$ cat src/rtl/load_store_unit_if.sv
// Core-side and data-memory-side signals of the load/store unit.
// The master modport is the LSU's view and the slave modport is the core/memory view.
interface load_store_unit_if;
  // Core side
  logic        req;
  logic        we;
  logic [2:0]  funct3;
  logic [31:0] addr;
  logic [31:0] wdata;
  logic [31:0] rdata;
  logic        busy;
  logic        done;
  logic        err;
  logic [1:0]  err_code;

  // Data memory bus
  logic        dmem_req;
  logic        dmem_we;
  logic [31:0] dmem_addr;
  logic [3:0]  dmem_be;
  logic [31:0] dmem_wdata;
  logic        dmem_gnt;
  logic        dmem_rvalid;
  logic [31:0] dmem_rdata;

  modport master (
    input  req, we, funct3, addr, wdata,
    input  dmem_gnt, dmem_rvalid, dmem_rdata,
    output rdata, busy, done, err, err_code,
    output dmem_req, dmem_we, dmem_addr, dmem_be, dmem_wdata
  );

  modport slave (
    output req, we, funct3, addr, wdata,
    output dmem_gnt, dmem_rvalid, dmem_rdata,
    input  rdata, busy, done, err, err_code,
    input  dmem_req, dmem_we, dmem_addr, dmem_be, dmem_wdata
  );
endinterface

$ cat src/rtl/load_store_unit.sv
// Load/store unit: turns one core load/store into a single data-memory bus
// transaction with byte lanes, load extension, alignment checks and a read timeout.
module load_store_unit #(
  parameter int unsigned TIMEOUT = 64
) (
  input logic               clk,
  input logic               rst_n,
  load_store_unit_if.master bus
);

  typedef enum logic [1:0] {
    S_IDLE = 2'b00,
    S_REQ  = 2'b01,
    S_WAIT = 2'b10,
    S_DONE = 2'b11
  } state_t;

  typedef enum logic [1:0] {
    ERR_NONE     = 2'b00,
    ERR_MISALIGN = 2'b01,
    ERR_ILLEGAL  = 2'b10,
    ERR_TIMEOUT  = 2'b11
  } err_t;

  localparam logic [2:0] F3_B  = 3'b000;
  localparam logic [2:0] F3_H  = 3'b001;
  localparam logic [2:0] F3_W  = 3'b010;
  localparam logic [2:0] F3_BU = 3'b100;
  localparam logic [2:0] F3_HU = 3'b101;

  localparam int unsigned      CNT_W    = (TIMEOUT > 1) ? $clog2(TIMEOUT) : 1;
  localparam logic [CNT_W-1:0] CNT_LAST = CNT_W'(TIMEOUT - 1);

  state_t           state;
  logic             we_q;
  logic [2:0]       funct3_q;
  logic [1:0]       lane_q;
  logic [CNT_W-1:0] wait_cnt;

  logic             req_legal;
  logic             req_aligned;
  logic [3:0]       req_be;
  logic [31:0]      req_wdata;

  // Decode of the incoming request, only consumed in IDLE.
  always_comb begin
    // NOTE: every signal written here gets a default first, so no latch is inferred.
    req_legal   = 1'b0;
    req_aligned = 1'b1;
    req_be      = 4'b0000;
    req_wdata   = bus.wdata;
    case (bus.funct3)
      F3_B, F3_BU: begin
        // Unsigned variants exist only for loads.
        req_legal = (bus.funct3 == F3_B) || !bus.we;
        req_be    = 4'b0001 << bus.addr[1:0];
        req_wdata = {4{bus.wdata[7:0]}};
      end
      F3_H, F3_HU: begin
        req_legal   = (bus.funct3 == F3_H) || !bus.we;
        req_aligned = !bus.addr[0];
        req_be      = bus.addr[1] ? 4'b1100 : 4'b0011;
        req_wdata   = {2{bus.wdata[15:0]}};
      end
      F3_W: begin
        req_legal   = 1'b1;
        req_aligned = (bus.addr[1:0] == 2'b00);
        req_be      = 4'b1111;
      end
      default: ;
    endcase
  end

  function automatic logic [31:0] load_extend(input logic [2:0]  f3,
                                              input logic [1:0]  lane,
                                              input logic [31:0] word);
    logic [31:0] shifted;
    shifted = word >> {lane, 3'b000};
    case (f3)
      F3_B:    load_extend = {{24{shifted[7]}}, shifted[7:0]};
      F3_BU:   load_extend = {24'h0, shifted[7:0]};
      F3_H:    load_extend = {{16{shifted[15]}}, shifted[15:0]};
      F3_HU:   load_extend = {16'h0, shifted[15:0]};
      default: load_extend = word;
    endcase
  endfunction

  assign bus.busy = ((state == S_IDLE) && bus.req) || (state == S_REQ) || (state == S_WAIT);

  // NOTE: sequential state uses non-blocking assignments so every register sees pre-edge values.
  always_ff @(posedge clk or negedge rst_n) begin
    if (!rst_n) begin
      // NOTE: bus outputs sit in the async reset, so dmem_req drops the moment rst_n falls.
      state          <= S_IDLE;
      we_q           <= 1'b0;
      funct3_q       <= 3'b000;
      lane_q         <= 2'b00;
      wait_cnt       <= '0;
      bus.rdata      <= 32'h0;
      bus.done       <= 1'b0;
      bus.err        <= 1'b0;
      bus.err_code   <= ERR_NONE;
      bus.dmem_req   <= 1'b0;
      bus.dmem_we    <= 1'b0;
      bus.dmem_addr  <= 32'h0;
      bus.dmem_be    <= 4'b0000;
      bus.dmem_wdata <= 32'h0;
    end else begin
      case (state)
        S_IDLE: begin
          if (bus.req) begin
            we_q     <= bus.we;
            funct3_q <= bus.funct3;
            lane_q   <= bus.addr[1:0];
            if (!req_legal) begin
              state        <= S_DONE;
              bus.done     <= 1'b1;
              bus.err      <= 1'b1;
              bus.err_code <= ERR_ILLEGAL;
              bus.rdata    <= 32'h0;
            end else if (!req_aligned) begin
              state        <= S_DONE;
              bus.done     <= 1'b1;
              bus.err      <= 1'b1;
              bus.err_code <= ERR_MISALIGN;
              bus.rdata    <= 32'h0;
            end else begin
              state          <= S_REQ;
              bus.dmem_req   <= 1'b1;
              bus.dmem_we    <= bus.we;
              bus.dmem_addr  <= {bus.addr[31:2], 2'b00};
              bus.dmem_be    <= req_be;
              bus.dmem_wdata <= req_wdata;
            end
          end
        end

        S_REQ: begin
          if (bus.dmem_gnt) begin
            bus.dmem_req <= 1'b0;
            bus.dmem_we  <= 1'b0;
            bus.dmem_be  <= 4'b0000;
            if (we_q) begin
              state     <= S_DONE;
              bus.done  <= 1'b1;
              bus.rdata <= 32'h0;
            end else begin
              state    <= S_WAIT;
              wait_cnt <= '0;
            end
          end
        end

        S_WAIT: begin
          // Read data wins over a timeout landing in the same cycle.
          if (bus.dmem_rvalid) begin
            state     <= S_DONE;
            bus.done  <= 1'b1;
            bus.rdata <= load_extend(funct3_q, lane_q, bus.dmem_rdata);
          end else if (wait_cnt == CNT_LAST) begin
            state        <= S_DONE;
            bus.done     <= 1'b1;
            bus.err      <= 1'b1;
            bus.err_code <= ERR_TIMEOUT;
            bus.rdata    <= 32'h0;
          end else begin
            wait_cnt <= wait_cnt + 1'b1;
          end
        end

        S_DONE: begin
          state        <= S_IDLE;
          bus.done     <= 1'b0;
          bus.err      <= 1'b0;
          bus.err_code <= ERR_NONE;
        end

        default: state <= S_IDLE;
      endcase
    end
  end

endmodule

$ cat src/flat_wrapper.sv
// flat-port wrapper written by rule: the top's interface ports become plain ports
module load_store_unit_flat 
#(
  parameter int unsigned TIMEOUT = 64
)
  (clk, rst_n, bus_req, bus_we, bus_funct3, bus_addr, bus_wdata, bus_dmem_gnt, bus_dmem_rvalid, bus_dmem_rdata, bus_rdata, bus_busy, bus_done, bus_err, bus_err_code, bus_dmem_req, bus_dmem_we, bus_dmem_addr, bus_dmem_be, bus_dmem_wdata);
  load_store_unit_if bus_i ();
  input logic clk;
  input logic rst_n;
  input wire logic [$bits(bus_i.req)-1:0] bus_req;
  input wire logic [$bits(bus_i.we)-1:0] bus_we;
  input wire logic [$bits(bus_i.funct3)-1:0] bus_funct3;
  input wire logic [$bits(bus_i.addr)-1:0] bus_addr;
  input wire logic [$bits(bus_i.wdata)-1:0] bus_wdata;
  input wire logic [$bits(bus_i.dmem_gnt)-1:0] bus_dmem_gnt;
  input wire logic [$bits(bus_i.dmem_rvalid)-1:0] bus_dmem_rvalid;
  input wire logic [$bits(bus_i.dmem_rdata)-1:0] bus_dmem_rdata;
  output wire logic [$bits(bus_i.rdata)-1:0] bus_rdata;
  output wire logic [$bits(bus_i.busy)-1:0] bus_busy;
  output wire logic [$bits(bus_i.done)-1:0] bus_done;
  output wire logic [$bits(bus_i.err)-1:0] bus_err;
  output wire logic [$bits(bus_i.err_code)-1:0] bus_err_code;
  output wire logic [$bits(bus_i.dmem_req)-1:0] bus_dmem_req;
  output wire logic [$bits(bus_i.dmem_we)-1:0] bus_dmem_we;
  output wire logic [$bits(bus_i.dmem_addr)-1:0] bus_dmem_addr;
  output wire logic [$bits(bus_i.dmem_be)-1:0] bus_dmem_be;
  output wire logic [$bits(bus_i.dmem_wdata)-1:0] bus_dmem_wdata;
  assign bus_i.req = bus_req;
  assign bus_i.we = bus_we;
  assign bus_i.funct3 = bus_funct3;
  assign bus_i.addr = bus_addr;
  assign bus_i.wdata = bus_wdata;
  assign bus_i.dmem_gnt = bus_dmem_gnt;
  assign bus_i.dmem_rvalid = bus_dmem_rvalid;
  assign bus_i.dmem_rdata = bus_dmem_rdata;
  assign bus_rdata = bus_i.rdata;
  assign bus_busy = bus_i.busy;
  assign bus_done = bus_i.done;
  assign bus_err = bus_i.err;
  assign bus_err_code = bus_i.err_code;
  assign bus_dmem_req = bus_i.dmem_req;
  assign bus_dmem_we = bus_i.dmem_we;
  assign bus_dmem_addr = bus_i.dmem_addr;
  assign bus_dmem_be = bus_i.dmem_be;
  assign bus_dmem_wdata = bus_i.dmem_wdata;
  load_store_unit #(.TIMEOUT(TIMEOUT)) u_core (.clk(clk), .rst_n(rst_n), .bus(bus_i));
endmodule
$ cat config.mk
export PLATFORM = sky130hd
export DESIGN_NAME = load_store_unit_flat
export DESIGN_NICKNAME = d
export VERILOG_FILES = /design/src/rtl/load_store_unit_if.sv /design/src/rtl/load_store_unit.sv /design/src/flat_wrapper.sv
export SDC_FILE = /design/constraint.sdc
export NUM_CORES = 1
export LEC_CHECK = 0
export CAP_MARGIN = 20
export CORE_UTILIZATION = 41
export DETAILED_ROUTE_END_ITERATION = 16
export GPL_TIMING_DRIVEN = 0
export MAX_ROUTING_LAYER = met4
export PLACE_DENSITY = 0.87
export RECOVER_POWER = 25
export SLEW_MARGIN = 30
export SYNTH_ARGS = -nofsm -noshare
export SYNTH_HDL_FRONTEND = slang
export SYNTH_SLANG_ARGS = --single-unit
export TNS_END_PERCENT = 30
$ cat constraint.sdc
create_clock -name clk -period 2 [get_ports clk]
set_input_delay 0.4 -clock clk [delete_from_list [all_inputs] [get_ports clk]]
set_output_delay 0.4 -clock clk [all_outputs]
set_load 0.02 [all_outputs]
==> run_results.csv, run 1 <==
group,metric,value,unit
power_and_ir_drop,p_per_area,1780,nW/µm²
global_route,antenna_found_initial,0,
power_and_ir_drop,p_comb_share,56.2,%
power_and_ir_drop,internal_power,10100,µW
setup_path,path_max_fanout,8,
global_route,overflow,0,
synth,synthAdderAreaFrac,1.26,%
outcome,status,"complete, but fails checks",
setup_path,cp.required,2.35,ns
sta,slew_viol_final,0,
synth,synthSimpleGateAreaFrac,9.05,%
sta,period_share,103,%
synth,synthArstFlopShare,100,%
routing,routed_wl,19.0,mm
clocking,clkTransAtPathRegs,0.06,ns
synth,ys_seq_area_share,49.5,%
placement,place.gp.congestion,0.920,
outcome,violations,"setup timing",
hold_path,min_from,"u_core.bus.err",
synth,synthCells,539,
clocking,clk_latency,0.42,ns
setup_path,crit_top_cell,"a2bb2oi_2",
synth,yosysWarnings,0,
sta,min_period,2.07,ns
synth,avgSynthCellArea,11.1,µm²
placement,dp.cells,929,
synth,synth-compound-area-share,20.1,%
synth,synth_edf_count,0,
clocking,clockBufferDepth,2,
floorplanning,die_h,123,µm
hold_path,min_path_type,"flop to flop",
power_and_ir_drop,power.net_switching,6710,µW
global_route,grt_max_degree,61,
floorplanning,ios,212,
setup_path,setup.worst_path.start,"u_core.state[1]",
finish,fin_nets,897,
floorplanning,core_area,14000,µm²
finish,syn2layout_area_growth,58.8,%
sta,finalClockSkew,0.00836,ns
finish,n_fill_cell,1014,
sta,slew_headroom,37.3,%
synth,synth-xor-area-share,0,%
clocking,htree_num_levels,4,
synth,synth_top_family_by_area,"compound AO/OA/AOI/OAI gates",
setup_path,cp-end-kind,"flop",
placement,io_buffers,208,
setup_path,critPathMaxStageDelay,0.43,ns
synth,netlist_top_cells_count,"118 x dfrtp_1, 50 x nand2_1, 48 x o21ai_0, 46 x mux2_2, 37 x mux2i_1",
finish,diodes,0,
sta,fmax,484,MHz
placement,place_hpwl,12.6,mm
synth,ys_types,59,
power_and_ir_drop,ir_drop,1.01,mV
floorplanning,die_w,123,µm
sta,worstMarginPinSlew,0.941,ns
finish,stdcell_count,979,
synth,syn-cell-area,5960,µm²
synth,yosys_register_bits,118,
sta,worst_slack,-0.0656,ns
routing,antenna_left,0,
global_route,grt_usage,25.8,%
synth,muxShareOfSynthArea,15.1,%
synth,synth.area.top_cells,"dfrtp_1 50%, mux2_2 8.7%, mux2i_1 6.2%, o21ai_0 4.0%, nand2_1 3.1%",
synth,synth_top_area_share,49.5,%
routing,drc,0,
power_and_ir_drop,power.share.clock,18.7,%
routing,drtPass1Iterations,7,
sta,timing.setup.tns,-0.353,ns
power_and_ir_drop,p_seq_share,25.0,%
clocking,tritoncts,"built",
setup_path,cp_cell_sequence,"inv_4, ha_4, inv_6, a2bb2oi_2, nand4_1, buf_6, buf_8, nor2_4, clkbuf_16, a2bb2oi_2",
clocking,clock-sinks,118,
floorplanning,start_util,42.4,%
finish,final_util,67.4,%
clocking,cts_buffers,17,
routing,vias,5499,
clocking,cts_root_buf,"clkbuf_16",
global_route,grt_pass1_vias,5451,
setup_path,arrival,2.42,ns
floorplanning,dieArea,15000,µm²
finish,drive_gt1_share,23.3,%
global_route,grt_pass1_wl,28.5,mm
sta,holdWs,0.480,ns
routing,drt_iter0_markers,531,
sta,setup_viol,10,
synth,yosys.area.top_type,"dfrtp_1",
sta,final-hold-violation-count,0,
synth,ys.flop_type,"dfrtp_1",
setup_path,crit_type,"flop to flop",
routing,wl_per_cell,19.4,µm
job,cap_violations,0,
setup_path,r2r_start,"u_core.state[1]",
power_and_ir_drop,switching_share,39.8,%
setup_path,cp-start-kind,"flop",
floorplanning,placementRows,43,
power_and_ir_drop,p_leak,0.00395,µW
routing,vias_per_cell,5.62,
sta,rsz0062_at_grt,"true",
setup_path,slowest_stage,"dfrtp_2",
synth,post-synth-top-count-cell,"dfrtp_1",
[power groups by stage]
stage	combinational [µW]	clock [µW]	sequential, µW
6_report	9480	3160	4220
3_5_place_dp	8000	0	4210
4_1_cts	8660	3180	4190
2_1_floorplan	3550	0	5370
5_1_grt	10100	3290	4350
3_3_place_gp	7830	0	4160
[cell usage in the layout (no fill, tap or decap), types with 3 or more instances in the layout]
master	synthesis	layout
clkdlybuf4s50_1	0	203
buf_4	7	21
clkinvlp_4	0	7
a2bb2oi_2	10	15
buf_12	1	3
o21ai_0	48	47
bufinv_16	0	3
clkinv_4	0	3
a22o_1	9	9
mux2i_1	37	37
clkbuf_4	1	4
a311oi_2	0	5
a311oi_4	0	8
nand2_1	50	48
nor2_1	31	30
buf_6	4	8
dlymetal6s2s_1	0	3
a311oi_1	16	3
o221ai_1	7	7
nor2b_1	4	4
nor3_1	3	3
o211ai_1	8	8
a21oi_1	29	29
clkbuf_16	0	18
a2bb2oi_1	8	3
o21ai_1	9	9
clkbuf_1	12	7
nand3b_1	7	7
dfrtp_1	118	116
ha_4	0	4
o2bb2ai_1	5	5
mux2_2	46	46
nand2b_1	4	4
buf_2	15	12
[final timing paths]
kind                                                  end  slack, ns  depth (start not counted)
worst min register to register             u_core.bus.err       0.48                          2
worst max register to register       u_core.bus.rdata[19]      -0.07                         10
min in group asynchronous             u_core.bus.rdata[3]       0.65                          2
worst max-delay path                 u_core.bus.rdata[19]      -0.07                         10
max in group asynchronous       u_core.bus.dmem_wdata[24]       0.32                          3
worst min-delay path                       u_core.bus.err       0.48                          2
[logic make-up after synthesis]
group / Yosys count
buffers and inverters: 49
DFF: 118
other: 1
AOI/OAI and AO/OA: 167
muxes: 84
and+or+nand+nor: 114
adders and majority gates: 6
[final cells by class]
type | count | area (µm²) | area share, %
multi-input cells | 373 | 3040 | 32.2
flip-flops and latches | 118 | 2960 | 31.2
clock buffers | 17 | 425 | 4.50
repair buffers | 230 | 2290 | 24.2
inverters | 6 | 36.3 | 0.383
clock inverters | 15 | 180 | 1.90
plain buffers | 40 | 303 | 3.20
well taps | 180 | 225 | 2.38
[sequential cells by signal, indices dropped and copies added, names as in the netlist, 3 cells and up]
register,count
u_core.funct3_q,3
u_core.bus.dmem_be,4
u_core.bus.dmem_addr,30
u_core.bus.dmem_wdata,32
u_core.wait_cnt,6
u_core.bus.rdata,32
[stage by stage]
step	setup WS (ns)	total power [µW]	area (µm²)
6_report	-0.0656	16900	9460
5_1_grt	-0.122	17700	9460
4_1_cts	-0.0623	16000	9200
3_5_place_dp	-0.646	12200	8310
3_3_place_gp	-4.06	12000	8270
2_1_floorplan	0.0290	8920	5970
[layer usage]
layer | GRT usage [%] | vias up | part of all wire, %
met3 | 6.74 | 54 | 7.5
li1 | - | 2494 | -
met2 | 40.8 | 268 | 50
met4 | 11.5 | 0 | 2.9
met5 | - | - | 0
met1 | 30.9 | 2683 | 40
[timing repair]
item / 4_1_cts / 5_1_grt
hold endpoints to repair: 58 / 0
gates cloned: 1 / 2
gates resized for setup: 49 / 36
buffers inserted: 6 / 11
pin swaps: 10 / 14
endpoints found under the setup margin: 101 / 87
hold buffers: 1 / 0
[worst max-delay path, delay by kind of cell, from the launching register on]
family                     cells  cell delay, ns
DFF                            1            0.43
buffers and inverters          5            0.67
adders and majority gates      1            0.19
and+or+nand+nor                2            0.40
AOI/OAI and AO/OA              2            0.28
No activity file was read; power rests on OpenSTA's default activity.
==> run 2, diff against run 1 <==
Settings changed: TNS_END_PERCENT 30 to not set.
==> run 2 against run 1 <==
  * The run still ends with setup timing left
  * Via count grew 0.13%
  * Power fell by 0.51%
  * Clock power hardly changed
  * Routed wire length fell by 1.0%
  * Count of clock-buffer cells in the layout stayed put
  * Critical path type unchanged
  * Largest cell class unchanged
==> run_results.csv, run 2 (same netlist as run 1, synthesis figures left out) <==
group,metric,value,unit
placement,io_buffers,208,
sta,setup_viol,8,
clocking,clock-sinks,118,
sta,worst_slack,-0.0239,ns
sta,rsz0062_at_grt,"true",
setup_path,arrival,2.38,ns
routing,drtPass1Iterations,6,
setup_path,reg2reg_slack,-0.02,ns
floorplanning,start_util,42.4,%
clocking,clkTransAtPathRegs,0.06,ns
global_route,antenna_found_initial,0,
global_route,grt_pass1_vias,5481,
floorplanning,die_w,123,µm
clocking,tritoncts,"built",
outcome,violations,"setup timing",
power_and_ir_drop,p_per_area,1780,nW/µm²
finish,stdcell_count,977,
routing,vias,5506,
sta,final-hold-violation-count,0,
clocking,cts_buffers,17,
finish,reg_top3,"u_core.bus.dmem_wdata: 32 flops, u_core.bus.rdata: 32 flops, u_core.bus.dmem_addr: 30 flops",
finish,drive_gt1_share,22.7,%
setup_path,crit_type,"flop to flop",
floorplanning,core_area,14000,µm²
finish,n_fill_cell,1022,
global_route,grt_usage,25.9,%
outcome,status,"complete, but fails checks",
setup_path,path_max_fanout,7,
power_and_ir_drop,p_leak,0.00393,µW
global_route,overflow,0,
routing,vias_per_cell,5.64,
routing,drt_iter0_markers,484,
sta,slew_headroom,40.3,%
routing,antenna_left,0,
setup_path,cp.required,2.35,ns
sta,worstMarginPinSlew,0.896,ns
placement,dp.cells,929,
sta,min_period,2.02,ns
global_route,grt_max_degree,61,
placement,place_hpwl,12.6,mm
floorplanning,die_h,123,µm
setup_path,crit_top_cell,"buf_6",
floorplanning,placementRows,43,
setup_path,cp-start-kind,"flop",
setup_path,setup.worst_path.start,"u_core.state[1]",
hold_path,min_from,"u_core.bus.dmem_wdata[24]",
routing,drc,0,
placement,place.gp.congestion,0.920,
sta,slew_viol_final,0,
floorplanning,dieArea,15000,µm²
clocking,htree_num_levels,4,
clocking,clockBufferDepth,2,
power_and_ir_drop,ir_drop,1.01,mV
setup_path,r2r_cells,10,
floorplanning,ios,212,
placement,place_worst_setup_slack,-0.646,ns
finish,syn2layout_area_growth,57.9,%
sta,period_share,101,%
clocking,clk_latency,0.42,ns
finish,fin_area,9410,µm²
hold_path,min_path_type,"flop to flop",
sta,finalClockSkew,0.0101,ns
sta,fmax,494,MHz
routing,routed_wl,18.8,mm
setup_path,cp-end-kind,"flop",
finish,fin_nets,895,
setup_path,critPathMaxStageDelay,0.44,ns
sta,holdWs,0.481,ns
hold_path,whs_path_depth,2,
setup_path,slowest_stage,"dfrtp_2",
job,cap_violations,0,
setup_path,cp_cell_sequence,"buf_6, ha_4, nor2b_1, o21ai_2, nand4_1, buf_6, buf_12, nor2_4, clkbuf_16, a2bb2oi_2",
hold_path,hold_end,"u_core.bus.dmem_wdata[24]",
placement,dpl-instance-area,8310,µm²
power_and_ir_drop,power,16800,µW
finish,diodes,0,
global_route,grt_pass1_wl,28.6,mm
finish,mostFrequentLayoutCells,"203 x clkdlybuf4s50_1, 116 x dfrtp_1, 48 x nand2_1, 47 x o21ai_0, 46 x mux2_2",
clocking,cts_root_buf,"clkbuf_16",
setup_path,r2r_end,"u_core.bus.rdata[19]",
routing,wl_per_cell,19.2,µm
finish,final_common_cell,"clkdlybuf4s50_1",
setup_path,r2r_start,"u_core.state[1]",
## run 2: metrics by stage
| stage | TNS, ns | util, % |
|---|---|---|
| 6_report | -0.0948 | 67.0 |
| 5_1_grt | -1.19 | 67.0 |
| 4_1_cts | 0 | 65.8 |
| 3_5_place_dp | -43.47 | 59.2 |
| 3_3_place_gp | -521.38 | 58.9 |
| 2_1_floorplan | 0 | - |
## run 2: worst max-delay path by stage
stage / to / cells after the start
finish: u_core.bus.rdata[19] / 10
global route: u_core.bus.rdata[27] / 9
CTS: u_core.bus.rdata[14] / 9
detailed placement: u_core.bus.dmem_wdata[15] / 7
global placement: u_core.bus.dmem_wdata[13] / 1
floorplan: u_core.bus.rdata[14] / 9
## run 2: critical path, delay by kind of cell, from the launching register on
| kind | cells | cell delay [ns] |
|---|---|---|
| simple gates | 3 | 0.51 |
| compound gates | 2 | 0.20 |
| flops | 1 | 0.44 |
| fa+ha+maj | 1 | 0.16 |
| buf+inv | 4 | 0.63 |
## run 2: final cells by class
cell class	instances	area, µm²	area share, %
sequential	118	2960	31.4
tap	180	225	2.39
multi-input combinational	373	3020	32.1
clock inverter	15	180	1.91
buffer	39	289	3.07
timing repair buffer	229	2290	24.3
inverter	6	27.5	0.293
clock buffer	17	425	4.52
## run 2: layer usage
layer / vias up / track usage [%] / wire (µm)
li1: 2487 / - / -
met1: 2668 / 30.8 / 7480
met2: 291 / 41.1 / 9250
met3: 60 / 7.53 / 1520
met4: 0 / 10.8 / 522
met5: - / - / 0
## run 2: repair_timing
| item | in CTS | in global routing |
|---|---|---|
| resized for setup | 55 | 29 |
| hold buffers | 1 | 0 |
| pin swaps | 13 | 11 |
| setup buffers | 9 | 6 |
| setup endpoints to repair | 101 | 58 |
| hold endpoints to repair | 58 | 0 |
| cloned | 2 | 2 |
## run 2: report_power, final
group	internal [µW]	switching (µW)
clock	1960	1200
combinational	4650	4760
sequential	3520	690
total	10100	6650
==> run 3, diff against run 2 <==
Settings changed: CAP_MARGIN 20 to not set, MAX_ROUTING_LAYER met4 to not set, SKIP_CTS_REPAIR_TIMING set to 1.
==> run 3 against run 2 <==
  * The run still ends with setup timing left
  * Cell area shrank 1.0%
  * Register-to-register slack hardly changed
  * Sequential power barely moved
  * Sequential share of layout area rose by 0.34 points
  * Setup slack lost 0.0091 ns
  * Sequential cell count stayed put
  * Count of clock-buffer cells in the layout is the same
  * Hold slack barely moved
  * Fmax shrank 0.45%
  * Non-clock buffer count is 2 lower
  * Critical path type unchanged
  * Critical path depth stayed put
  * First-iteration DRC count shrank 4.3%
  * Highest routed layer unchanged
==> run_results.csv, run 3 (same netlist as run 1, synthesis figures left out) <==
group,metric,value,unit
outcome,status,"complete, but fails checks",
outcome,violations,"setup timing",
clocking,tritoncts,"built",
routing,antenna_left,0,
finish,reg_top3,"u_core.bus.dmem_wdata: 32 flops, u_core.bus.rdata: 32 flops, u_core.bus.dmem_addr: 30 flops",
placement,place.gp.congestion,0.905,
sta,worstMarginPinSlew,0.833,ns
sta,period_share,102,%
clocking,cts_buffers,17,
routing,vias,5464,
sta,fmax,492,MHz
finish,final_util,66.3,%
routing,vias_per_cell,5.60,
power_and_ir_drop,power.net_switching,6560,µW
setup_path,cp-end-kind,"flop",
routing,drc,0,
finish,fin_nets,893,
setup_path,path_max_fanout,10,
power_and_ir_drop,power,16400,µW
setup_path,cp_cell_sequence,"inv_4, ha_4, buf_6, a2bb2oi_2, nand4_1, buf_4, buf_6, buf_8, a311oi_2, a2bb2oi_2",
global_route,grt_pass1_vias,5258,
routing,routed_wl,18.7,mm
floorplanning,die_h,123,µm
power_and_ir_drop,p_leak,0.00390,µW
placement,dpl-instance-area,8310,µm²
sta,slew_headroom,44.5,%
global_route,grt_max_degree,61,
setup_path,arrival,2.33,ns
floorplanning,die_w,123,µm
power_and_ir_drop,ir_drop,1.01,mV
clocking,clkTransAtPathRegs,0.06,ns
floorplanning,ios,212,
hold_path,min_path_type,"flop to flop",
setup_path,slowest_stage,"dfrtp_2",
placement,dp.cells,929,
job,cap_violations,0,
floorplanning,core_area,14000,µm²
sta,setup_viol,7,
floorplanning,start_util,42.4,%
power_and_ir_drop,p_comb_share,55.1,%
placement,place_hpwl,12.6,mm
sta,worst_slack,-0.0330,ns
setup_path,r2r_cells,10,
setup_path,cp.required,2.30,ns
sta,final-hold-violation-count,0,
finish,stdcell_count,975,
power_and_ir_drop,switching_share,39.9,%
sta,slew_viol_final,0,
global_route,grt_usage,24.1,%
placement,io_buffers,208,
setup_path,crit_type,"flop to flop",
sta,rsz0062_at_grt,"true",
power_and_ir_drop,p_seq_share,25.7,%
floorplanning,placementRows,43,
setup_path,cp-start-kind,"flop",
routing,wl_per_cell,19.2,µm
setup_path,crit_end,"u_core.bus.rdata[20]",
power_and_ir_drop,internal_power,9880,µW
clocking,htree_num_levels,4,
setup_path,critPathMaxStageDelay,0.45,ns
power_and_ir_drop,power.share.clock,19.2,%
finish,drive_gt1_share,22.8,%
global_route,antenna_found_initial,0,
global_route,overflow,0,
finish,mostFrequentLayoutCells,"203 x clkdlybuf4s50_1, 115 x dfrtp_1, 48 x nand2_1, 47 x o21ai_0, 46 x mux2_2",
global_route,grt_pass1_wl,27.4,mm
floorplanning,dieArea,15000,µm²
clocking,cts_root_buf,"clkbuf_16",
clocking,clk_latency,0.42,ns
sta,min_period,2.03,ns
power_and_ir_drop,p_per_area,1760,nW/µm²
setup_path,reg2reg_slack,-0.03,ns
clocking,clock-sinks,118,
routing,drtPass1Iterations,5,
finish,final_common_cell,"clkdlybuf4s50_1",
sta,finalClockSkew,0.00889,ns
routing,drt_iter0_markers,463,
finish,fin_area,9310,µm²
setup_path,setup.worst_path.start,"u_core.state[1]",
finish,syn2layout_area_growth,56.3,%
setup_path,r2r_start,"u_core.state[1]",
finish,diodes,0,
clocking,clockBufferDepth,2,
sta,timing.setup.tns,-0.0976,ns
setup_path,r2r_end,"u_core.bus.rdata[20]",
==> run 3: through the flow <==
| stage | setup WS, ns | hold slack [ns] |
|---|---|---|
| final | -0.0330 | 0.482 |
| after global routing | -0.106 | 0.485 |
| after CTS | -0.829 | -0.0839 |
| after detailed placement | -0.646 | 0.361 |
| after global placement | -4.06 | 0.460 |
| after floorplan | 0.0290 | 0.104 |
==> run 3: area by class of cell <==
cell class                      instances  area (µm²)
Clock inverter                         15         180
Inverter                                6        32.5
Fill cell                            1039        4730
Timing Repair Buffer                  226        2220
Clock buffer                           17         425
Sequential cell                       118        2960
Buffer                                 40         280
Tap cell                              180         225
Multi-Input combinational cell        373        2990
==> run 3: how the worst min path moves through the flow <==
stage               slack, ns                   endpoint                       from  cells after the start
floorplan                0.10   u_core.bus.dmem_addr[10]                      rst_n                      0
global placement         0.46  u_core.bus.dmem_wdata[20]  u_core.bus.dmem_wdata[20]                      2
detailed placement       0.36        u_core.bus.rdata[3]                      rst_n                      1
CTS                     -0.08        u_core.bus.rdata[3]                      rst_n                      1
global route             0.49           u_core.lane_q[1]                bus_addr[1]                      2
finish                   0.48             u_core.bus.err             u_core.bus.err                      2
==> run 3: critical path, delay by kind of cell (launching register included) <==
kind / cells / cell delay (ns)
buf+inv: 5 / 0.67
compound gates: 3 / 0.52
flops: 1 / 0.45
fa+ha+maj: 1 / 0.16
simple gates: 1 / 0.09
==> run 3: routing by layer <==
layer | vias to the layer above | share of wire (%) | track usage (%)
li1 | 2477 | - | -
met1 | 2657 | 40 | 29.5
met2 | 279 | 49 | 38.9
met3 | 51 | 8.5 | 8.04
met4 | 0 | 2.8 | 9.91
met5 | - | 0 | 0
==> run 3: power by group through the flow <==
stage	logic [µW]	registers (µW)	clock network [µW]
after floorplan	3550	5370	0
after global placement	7830	4160	0
after detailed placement	8000	4210	0
after CTS	8060	4190	3180
after global routing	9610	4360	3290
final	9050	4230	3160
